### src/rtl/jt12_slot_pkg.sv
// Shared constants, FSM state type and head-slot arithmetic for jt12 slot
// serializers and the sep24-style monitors that decode their streams.
package jt12_slot_pkg;

  localparam int SLOTS = 24;
  localparam int CNTW  = 5;

  typedef enum logic {
    IDLE,
    PEND
  } slot_fsm_e;

  // Slot index currently on the head for a given counter value. The sum is
  // formed in 6 bits so cnt+24-pos0 can never underflow before the reduction.
  function automatic logic [CNTW-1:0] head_slot(input logic [CNTW-1:0] cnt,
                                                input int unsigned     pos0);
    logic [5:0] t;
    t = {1'b0, cnt} + 6'd24 - 6'(pos0);
    return CNTW'(t % 6'd24);
  endfunction

endpackage

### src/rtl/jt12_slot_mux_if.sv
// Host-side write (and optional readback) handshake for jt12_slot_mux.
// Readback signals exist only when JT12_SLOT_RDBK_EN is defined.
interface jt12_slot_mux_if
  import jt12_slot_pkg::*;
#(
  parameter int width = 10
);

  logic              wr_req;
  logic [CNTW-1:0]   wr_slot;
  logic [width-1:0]  wr_data;
  logic              wr_busy;
  logic              wr_done;
  logic              wr_err;

`ifdef JT12_SLOT_RDBK_EN
  logic              rd_req;
  logic [CNTW-1:0]   rd_slot;
  logic [width-1:0]  rd_data;
  logic              rd_valid;

  modport master (
    output wr_req, wr_slot, wr_data, rd_req, rd_slot,
    input  wr_busy, wr_done, wr_err, rd_data, rd_valid
  );

  modport slave (
    input  wr_req, wr_slot, wr_data, rd_req, rd_slot,
    output wr_busy, wr_done, wr_err, rd_data, rd_valid
  );
`else
  modport master (
    output wr_req, wr_slot, wr_data,
    input  wr_busy, wr_done, wr_err
  );

  modport slave (
    input  wr_req, wr_slot, wr_data,
    output wr_busy, wr_done, wr_err
  );
`endif

endinterface

### src/rtl/jt12_slot_ring.sv
// 24-entry circular shift register: the head entry is presented on 'head'
// and recirculates to the tail on each enable unless the tail is overridden.
module jt12_slot_ring
  import jt12_slot_pkg::*;
#(
  parameter int               width = 10,
  parameter logic [width-1:0] init  = '0
) (
  input  logic             clk,
  input  logic             rst,
  input  logic             en,
  input  logic             ovr,
  input  logic [width-1:0] ovr_data,
  output logic [width-1:0] head
);

  logic [width-1:0] ring [SLOTS];

  // NOTE: every entry is reset because the slots must hold init after reset;
  // a storage array is normally left unreset so it can map onto RAM, but a
  // shift register of flops has no such constraint.
  always_ff @(posedge clk) begin
    if (rst) begin
      for (int i = 0; i < SLOTS; i++) ring[i] <= init;
    end else if (en) begin
      for (int i = 0; i < SLOTS - 1; i++) ring[i] <= ring[i+1];
      ring[SLOTS-1] <= ovr ? ovr_data : ring[0];
    end
  end

  assign head = ring[0];

endmodule

### src/rtl/jt12_slot_mux.sv
// Serializes 24 per-slot values onto 'mixed' in step with a 0..23 counter;
// host writes are held until their slot reaches the head, then inserted.
// Optional readback port: define JT12_SLOT_RDBK_EN.
module jt12_slot_mux
  import jt12_slot_pkg::*;
#(
  parameter int               width = 10,
  parameter int               pos0  = 0,
  parameter logic [width-1:0] init  = '0
) (
  input  logic              clk,
  input  logic              rst,
  input  logic              clk_en,
  jt12_slot_mux_if.slave    bus,
  output logic [CNTW-1:0]   cnt,
  output logic              zero,
  output logic [width-1:0]  mixed
);

  logic [CNTW-1:0]  head;
  slot_fsm_e        wr_state, wr_next;
  logic [CNTW-1:0]  wr_slot_q;
  logic [width-1:0] wr_data_q;
  logic             wr_err_q, wr_err_d;
  logic             wr_accept, wr_ins;

  // NOTE: state registers use non-blocking assignments so every flop samples
  // the pre-edge values regardless of process ordering.
  always_ff @(posedge clk) begin
    if (rst) cnt <= '0;
    else if (clk_en) cnt <= (cnt == CNTW'(SLOTS - 1)) ? '0 : cnt + CNTW'(1);
  end

  assign zero = (cnt == '0);
  assign head = head_slot(cnt, pos0);

  // NOTE: every output of this block is given a default first so that no
  // path through the case leaves a signal unassigned and infers a latch.
  always_comb begin
    wr_next   = wr_state;
    wr_accept = 1'b0;
    wr_ins    = 1'b0;
    wr_err_d  = 1'b0;
    case (wr_state)
      IDLE: begin
        if (bus.wr_req) begin
          if (bus.wr_slot < CNTW'(SLOTS)) begin
            wr_accept = 1'b1;
            wr_next   = PEND;
          end else begin
            wr_err_d  = 1'b1;
          end
        end
      end
      PEND: begin
        // Replace the head value on its way to the tail.
        if (clk_en && !rst && head == wr_slot_q) begin
          wr_ins  = 1'b1;
          wr_next = IDLE;
        end
      end
      default: wr_next = IDLE;
    endcase
  end

  always_ff @(posedge clk) begin
    if (rst) begin
      wr_state  <= IDLE;
      wr_err_q  <= 1'b0;
      wr_slot_q <= '0;
      wr_data_q <= '0;
    end else begin
      wr_state <= wr_next;
      wr_err_q <= wr_err_d;
      if (wr_accept) begin
        wr_slot_q <= bus.wr_slot;
        wr_data_q <= bus.wr_data;
      end
    end
  end

  assign bus.wr_busy = (wr_state == PEND);
  assign bus.wr_done = wr_ins;
  assign bus.wr_err  = wr_err_q;

  jt12_slot_ring #(
    .width (width),
    .init  (init)
  ) u_ring (
    .clk      (clk),
    .rst      (rst),
    .en       (clk_en),
    .ovr      (wr_ins),
    .ovr_data (wr_data_q),
    .head     (mixed)
  );

`ifdef JT12_SLOT_RDBK_EN
  slot_fsm_e        rd_state, rd_next;
  logic [CNTW-1:0]  rd_slot_q;
  logic [width-1:0] rd_data_q;
  logic             rd_valid_q;
  logic             rd_accept, rd_hit;

  // Capturing the head before the tail override returns the old value when a
  // write lands on the same slot in the same cycle.
  always_comb begin
    rd_next   = rd_state;
    rd_accept = 1'b0;
    rd_hit    = 1'b0;
    case (rd_state)
      IDLE: begin
        if (bus.rd_req && bus.rd_slot < CNTW'(SLOTS)) begin
          rd_accept = 1'b1;
          rd_next   = PEND;
        end
      end
      PEND: begin
        if (clk_en && head == rd_slot_q) begin
          rd_hit  = 1'b1;
          rd_next = IDLE;
        end
      end
      default: rd_next = IDLE;
    endcase
  end

  always_ff @(posedge clk) begin
    if (rst) begin
      rd_state   <= IDLE;
      rd_slot_q  <= '0;
      rd_data_q  <= '0;
      rd_valid_q <= 1'b0;
    end else begin
      rd_state   <= rd_next;
      rd_valid_q <= rd_hit;
      if (rd_accept) rd_slot_q <= bus.rd_slot;
      if (rd_hit) rd_data_q <= mixed;
    end
  end

  assign bus.rd_data  = rd_data_q;
  assign bus.rd_valid = rd_valid_q;
`endif

endmodule
### src/flat_wrapper.sv
// flat-port wrapper written by rule: the top's interface ports become plain ports
module jt12_slot_mux_flat import jt12_slot_pkg::*;
#(
  parameter int               width = 10,
  parameter int               pos0  = 0,
  parameter logic [width-1:0] init  = '0
)
  (clk, rst, clk_en, cnt, zero, mixed, bus_wr_req, bus_wr_slot, bus_wr_data, bus_wr_busy, bus_wr_done, bus_wr_err);
  jt12_slot_mux_if #(.width(width)) bus_i ();
  input  logic clk;
  input  logic rst;
  input  logic clk_en;
  output logic [CNTW-1:0] cnt;
  output logic zero;
  output logic [width-1:0] mixed;
  input wire logic [$bits(bus_i.wr_req)-1:0] bus_wr_req;
  input wire logic [$bits(bus_i.wr_slot)-1:0] bus_wr_slot;
  input wire logic [$bits(bus_i.wr_data)-1:0] bus_wr_data;
  output wire logic [$bits(bus_i.wr_busy)-1:0] bus_wr_busy;
  output wire logic [$bits(bus_i.wr_done)-1:0] bus_wr_done;
  output wire logic [$bits(bus_i.wr_err)-1:0] bus_wr_err;
  assign bus_i.wr_req = bus_wr_req;
  assign bus_i.wr_slot = bus_wr_slot;
  assign bus_i.wr_data = bus_wr_data;
  assign bus_wr_busy = bus_i.wr_busy;
  assign bus_wr_done = bus_i.wr_done;
  assign bus_wr_err = bus_i.wr_err;
  jt12_slot_mux #(.width(width), .pos0(pos0), .init(init)) u_core (.clk(clk), .rst(rst), .clk_en(clk_en), .bus(bus_i), .cnt(cnt), .zero(zero), .mixed(mixed));
endmodule
### config.mk
export PLATFORM = sky130hd
export DESIGN_NAME = jt12_slot_mux_flat
export DESIGN_NICKNAME = d
export VERILOG_FILES = /design/src/rtl/jt12_slot_pkg.sv /design/src/rtl/jt12_slot_mux_if.sv /design/src/rtl/jt12_slot_ring.sv /design/src/rtl/jt12_slot_mux.sv /design/src/flat_wrapper.sv
export SDC_FILE = /design/constraint.sdc
export NUM_CORES = 1
export LEC_CHECK = 0
export CORE_MARGIN = 3
export CORE_UTILIZATION = 45
export CTS_CLUSTER_SIZE = 12
export DETAILED_ROUTE_END_ITERATION = 6
export GPL_TIMING_DRIVEN = 0
export PLACE_DENSITY = 0.68
export SETUP_SLACK_MARGIN = 0.2
export SLEW_MARGIN = 30
export SYNTH_ARGS = -nofsm -noshare
export SYNTH_HDL_FRONTEND = slang
export SYNTH_SLANG_ARGS = --single-unit
### constraint.sdc
create_clock -name clk -period 6.8 [get_ports clk]
set_input_delay 1.36 -clock clk [delete_from_list [all_inputs] [get_ports clk]]
set_output_delay 1.36 -clock clk [all_outputs]
set_load 0.02 [all_outputs]
After elaboration in Yosys (flattened, before gate mapping)
Memory sizes are Yosys's and may differ from the RTL's. Index checks and enable logic that the tools add are counted.

Eq/ne operators: 2. Order comparisons: 1. Bitwise logic cells: 26. Reduce and logical (&&, ||, !) cells: 5. Multiplexer cells: 39. Add/sub/neg operators: 2. Divide/modulo/power cells: 1.

Operators with widths (count): 10-bit 2-to-1 mux (25); 1-bit bitwise OR (24); 1-bit 2-to-1 mux (12); 5-bit by 5-bit adder with 6-bit output (second input constant) (1); 6-bit by 5-bit modulo with 6-bit output (second input constant) (1); 5-bit by 1-bit adder with 5-bit output (second input constant) (1); 5-bit equality test (1); 5-bit equality test (second input constant) (1); 5-bit zero test (1); 5-bit less-than comparator (second input constant) (1); 5-bit 2-to-1 mux (1); 3-bit OR reduction (1); 1-bit logical AND (2); 1-bit NOT (2); 1-bit case mux with 2 select lines (1); 1-bit zero test (1).

Memory bits (writable): 240. Memories kept: 1. Output and inout port bits: 19. Input bits: 19. Bits in registers: 22. Logic and storage cells: 82.

Memory list: u_core.u_ring.ring (depth 24, width 10, rd ports 24, clocked after Yosys merged registers in 0, wr ports 24, line jt12_slot_ring.sv:17) `logic [width-1:0] ring [SLOTS];`.

Longest topological paths before layout
Word-level depth: 8. Depth in mapped cells: 9. Gate-level depth less buffers: 7.

Cells and area by module
From an unflattened synthesis, not the netlist that was laid out.

Cell total of the unflattened synthesis: 643. Area total of the unflattened synthesis: 9953.3 µm².

Modules (own cells, without submodules): jt12_slot_ring (area an instance 9023.7 µm², cells an instance 530, instances 1, sequential area each 7206.9 µm²); jt12_slot_mux (area an instance 929.6 µm², cells an instance 113, instances 1, sequential area each 440.4 µm²).

Worst setup path before layout
OpenSTA, ideal clock, no wires.

Path type: input-to-reg. From: input rst. To: memory u_core.u_ring.ring[0][0] (enable). Stages: 3. Arrival: 4837 ps. Required time: 6299 ps. Path slack: 1462 ps. Library setup time: 501 ps. Path buffers: 2. Cell sequence: clkbuf_1 -> clkbuf_1 -> or2_2.

RTL lines: start: declaration (line flat_wrapper.sv:11) `input logic rst;`; end: declaration (line jt12_slot_ring.sv:17).

Final worst setup path
From: input rst. To: output bus_wr_done.

Cells in the longest elaborated chain, start to end: 5.

Ends and longest elaborated chain: 1-bit zero test (line jt12_slot_mux.sv:57) `if (clk_en && !rst && head == wr_slot_q) begin`; 1-bit logical AND (2 in series) (line jt12_slot_mux.sv:57); 1-bit 2-to-1 mux (line jt12_slot_mux.sv:57); 1-bit 2-to-1 mux (line jt12_slot_mux.sv:44) `case (wr_state)`; end: declaration (line flat_wrapper.sv:20) `output wire logic [$bits(bus_i.wr_done)-1:0] bus_wr_done;`.

Every way passes these cells.

==> results.md <==
- Outcome: completed
- CTS Buffer Depth: 3
- Crit path DAT: 3.34 ns
- Post-synthesis cell area: 0.0101 mm²
- CTS resizes: 0
- WS Path Type: in -> out
- Slew margin rel.: 63.5%
- Fmax: 213 MHz
- Die H: 156 µm
- Tot GR Track Use: 13.2%
- Die ar.: 0.0243 mm²
- DR iter-0 viols: 274
- CP top delay family: buffers and inverters
- Vias in the first global route: 5077
- Final net count: 753
- Fin area: 0.0117 mm²
- Worst path buffer plus inverter count: 4
- Clk_skew: 0.00631 ns
- # H-tree levels: 1
- Final HPWL DP: 9970 µm
- Antenna Nets Post-Route: 0
- Hold_buf cts: 0
- Gate count of the mapped netlist: 661
- Final Core Density: 53.1%
- Leak: 4.37 nW
- Hold Violations, Final: 0
- CTS buffer count: 27
- Clk root buf: clkbuf_16
- Via Count: 4982
- Core area: 0.0220 mm²
- Synth area leader: edfxtp_1
- Remaining global-route overflow: 0
- Vias per cell: 4.87
- PwrDens: 288 mW/mm²
- Tightest Hold Check Type: reg -> reg
- Ports: 38
- CTS tree: built
- Sw frac: 19.9%
- Clk_lat worst skew: 0.52 ns
- Layout cell share with drive strength beyond 1: 7.55%
- Gpl congestion: 0.818
- Synth Warn #: 0
- Setup Viol. Count Final: 0
- Largest net degree at the start of global routing: 56
- Max stage delay on crit path: 0.62 ns
- Final worst slack: 2.10 ns
- Gate power share: 4.8%
- Sink Count: 262
- Chip width: 156 µm
- Dpl ws: 2.13 ns
- Antenna Cells: 0
- Drt drc: 0
- Area Growth Syn to Fin: 15.6%
- Final slew viol count: 0
- Top post-synthesis cells by area: edfxtp_1 71%, and2_1 11%, dfxtp_1 4.4%
- Mean Syn Cell Area: 15.3 µm²
- Syn nets: 684
- Netlist cell types: 29
- RSZ-0062 raised after global routing: false
- CTS clk-pin slew, worst paths: 0.06 ns
- Flops & latches, synth: 262
- CP Capture Type: output port
- Critical path's slowest cell: clkdlybuf4s50_1
- Row cnt: 54
- Sequential power share: 56.4%
- Initial antenna violation count: 0
- Routed length per instance: 15.4 µm
- Top cell type's share of synthesized area: 71.4%
- Worst-margin pin slew: 0.547 ns
- WL final: 15700 µm
- Initial Util: 45.9%
- Clock Power Share: 38.8%
- Max-cap violation count: 0
- Post-CTS Setup Repair Bufs: 0
- Startpoint Class: input port
- Area of placed instances: 0.0109 mm²
- First-pass DRT Iterations: 4
- Final min period: 4.70 ns
- Post-synthesis sequential area ratio: 75.8%
- Worst endpoint required time: 5.44 ns
- Global-route wire length before repair: 25800 µm
- I/O Buffers: 35
- Crit-path cells: clkbuf_1 -> nor2b_1 -> clkbuf_8 -> nand3_1 -> nor4_4 -> buf_6 -> clkdlybuf4s50_1
- Crit-path max FO: 10
- Setup TNS: 0 ns
- VDD IR-drop max: 152 µV
- Sw Pwr: 0.671 mW
- Fin crit share: 69.1%
- Int Pwr: 2.69 mW
## cell usage in the layout (no fill, tap or decap), types with 7 or more instances in the layout
| master | n |
|---|---|
| a21oi_1 | 20 |
| and2_1 | 180 |
| buf_4 | 11 |
| clkbuf_1 | 40 |
| clkbuf_16 | 27 |
| clkdlybuf4s50_1 | 35 |
| dfxtp_1 | 22 |
| edfxtp_1 | 240 |
| mux2i_1 | 7 |
| nand2_1 | 36 |
| nand2b_1 | 14 |
| nor2b_1 | 55 |
| xnor2_1 | 7 |
## worst register-to-register path, stage by stage, from the launching register on
cell and delay [ns]:
dfxtp_1 0.36, buf_4 0.17, inv_1 0.09, ha_1 0.36
nor4b_1 0.32, a211oi_1 0.11, xnor2_1 0.17, nor4_4 0.33
buf_6 0.23, mux2_4 0.31
## worst paths after layout
path / startpoint / end / slack [ns] / cells past startpoint
max: rst / bus_wr_done / 2.10 / 7
min: u_core.wr_data_q[3] / u_core.wr_data_q[3] / 0.45 / 2
max reg2reg: u_core.cnt[3] / u_core.u_ring.ring[0][232] / 4.11 / 9
min reg2reg: u_core.wr_data_q[3] / u_core.wr_data_q[3] / 0.45 / 2
## per-layer routing
layer	wire length, µm	vias to the layer above	part of all wire (%)	global-route usage, %
met3	613	30	3.9	2.41
met1	7160	2467	46	18.1
li1	-	2402	-	-
met2	7610	83	48	21.9
met4	332	0	2.1	3.87
met5	0	-	0	0
## layout make-up
| cell class | instances | area, µm² |
|---|---|---|
| Fill cell | 1719 | 10300 |
| Sequential cell | 262 | 7650 |
| Multi-Input combinational cell | 349 | 2200 |
| Clock buffer | 35 | 706 |
| Timing Repair Buffer | 40 | 465 |
| Tap cell | 280 | 350 |
| Buffer | 46 | 233 |
| Clock inverter | 6 | 53.8 |
| Inverter | 4 | 15.0 |
## state kept, by name (all words and copies together), names as in the netlist
name	flops
u_core.bus.wr_busy	1
u_core.bus.wr_err	1
u_core.cnt	5
u_core.u_ring.ring	240
u_core.wr_data_q	10
u_core.wr_slot_q	5
## synth_stat cells, drive strengths merged
cell type and instances:
mux2 5, ha 4, and4bb 2, dfxtp 22, edfxtp 240, nand3 2, and2 180, nor4b 3
nand2b 14, clkbuf 33, nand4 2, nor2 4, nor3 3, or2 1, inv 4, nor4 1
nor2b 55, nand2 36, xnor2 7, a21oi 20, xor2 1, mux2i 7, a211oi 2, buf 13
## cell families after synthesis
logic type                 after synthesis  share of synthesized area, %
and+or+nand+nor                        303                          18.1
DFF                                    262                          75.8
buffers and inverters                   50                          2.46
AOI/OAI and AO/OA                       22                          1.14
muxes                                   12                          1.33
xor gates and xnor gates                 8                         0.695
adders and majority gates                4                         0.496
## through the flow
stage,hold slack (ns),std cells,power [mW]
5_1_grt,0.477,1022,3.49
3_3_place_gp,0.444,976,2.09
2_1_floorplan,0.433,661,2.03
6_report,0.454,1022,3.36
3_5_place_dp,0.447,981,2.09
4_1_cts,0.455,1022,3.40
## power by group through the flow
| stage | clock network (mW) | logic [mW] | registers, mW |
|---|---|---|---|
| after floorplan | 0 | 0.102 | 1.92 |
| after global placement | 0 | 0.148 | 1.94 |
| after detailed placement | 0 | 0.163 | 1.93 |
| after CTS | 1.34 | 0.164 | 1.90 |
| after global routing | 1.41 | 0.178 | 1.91 |
| final | 1.30 | 0.161 | 1.90 |
Power figures use the tool's default switching activity.
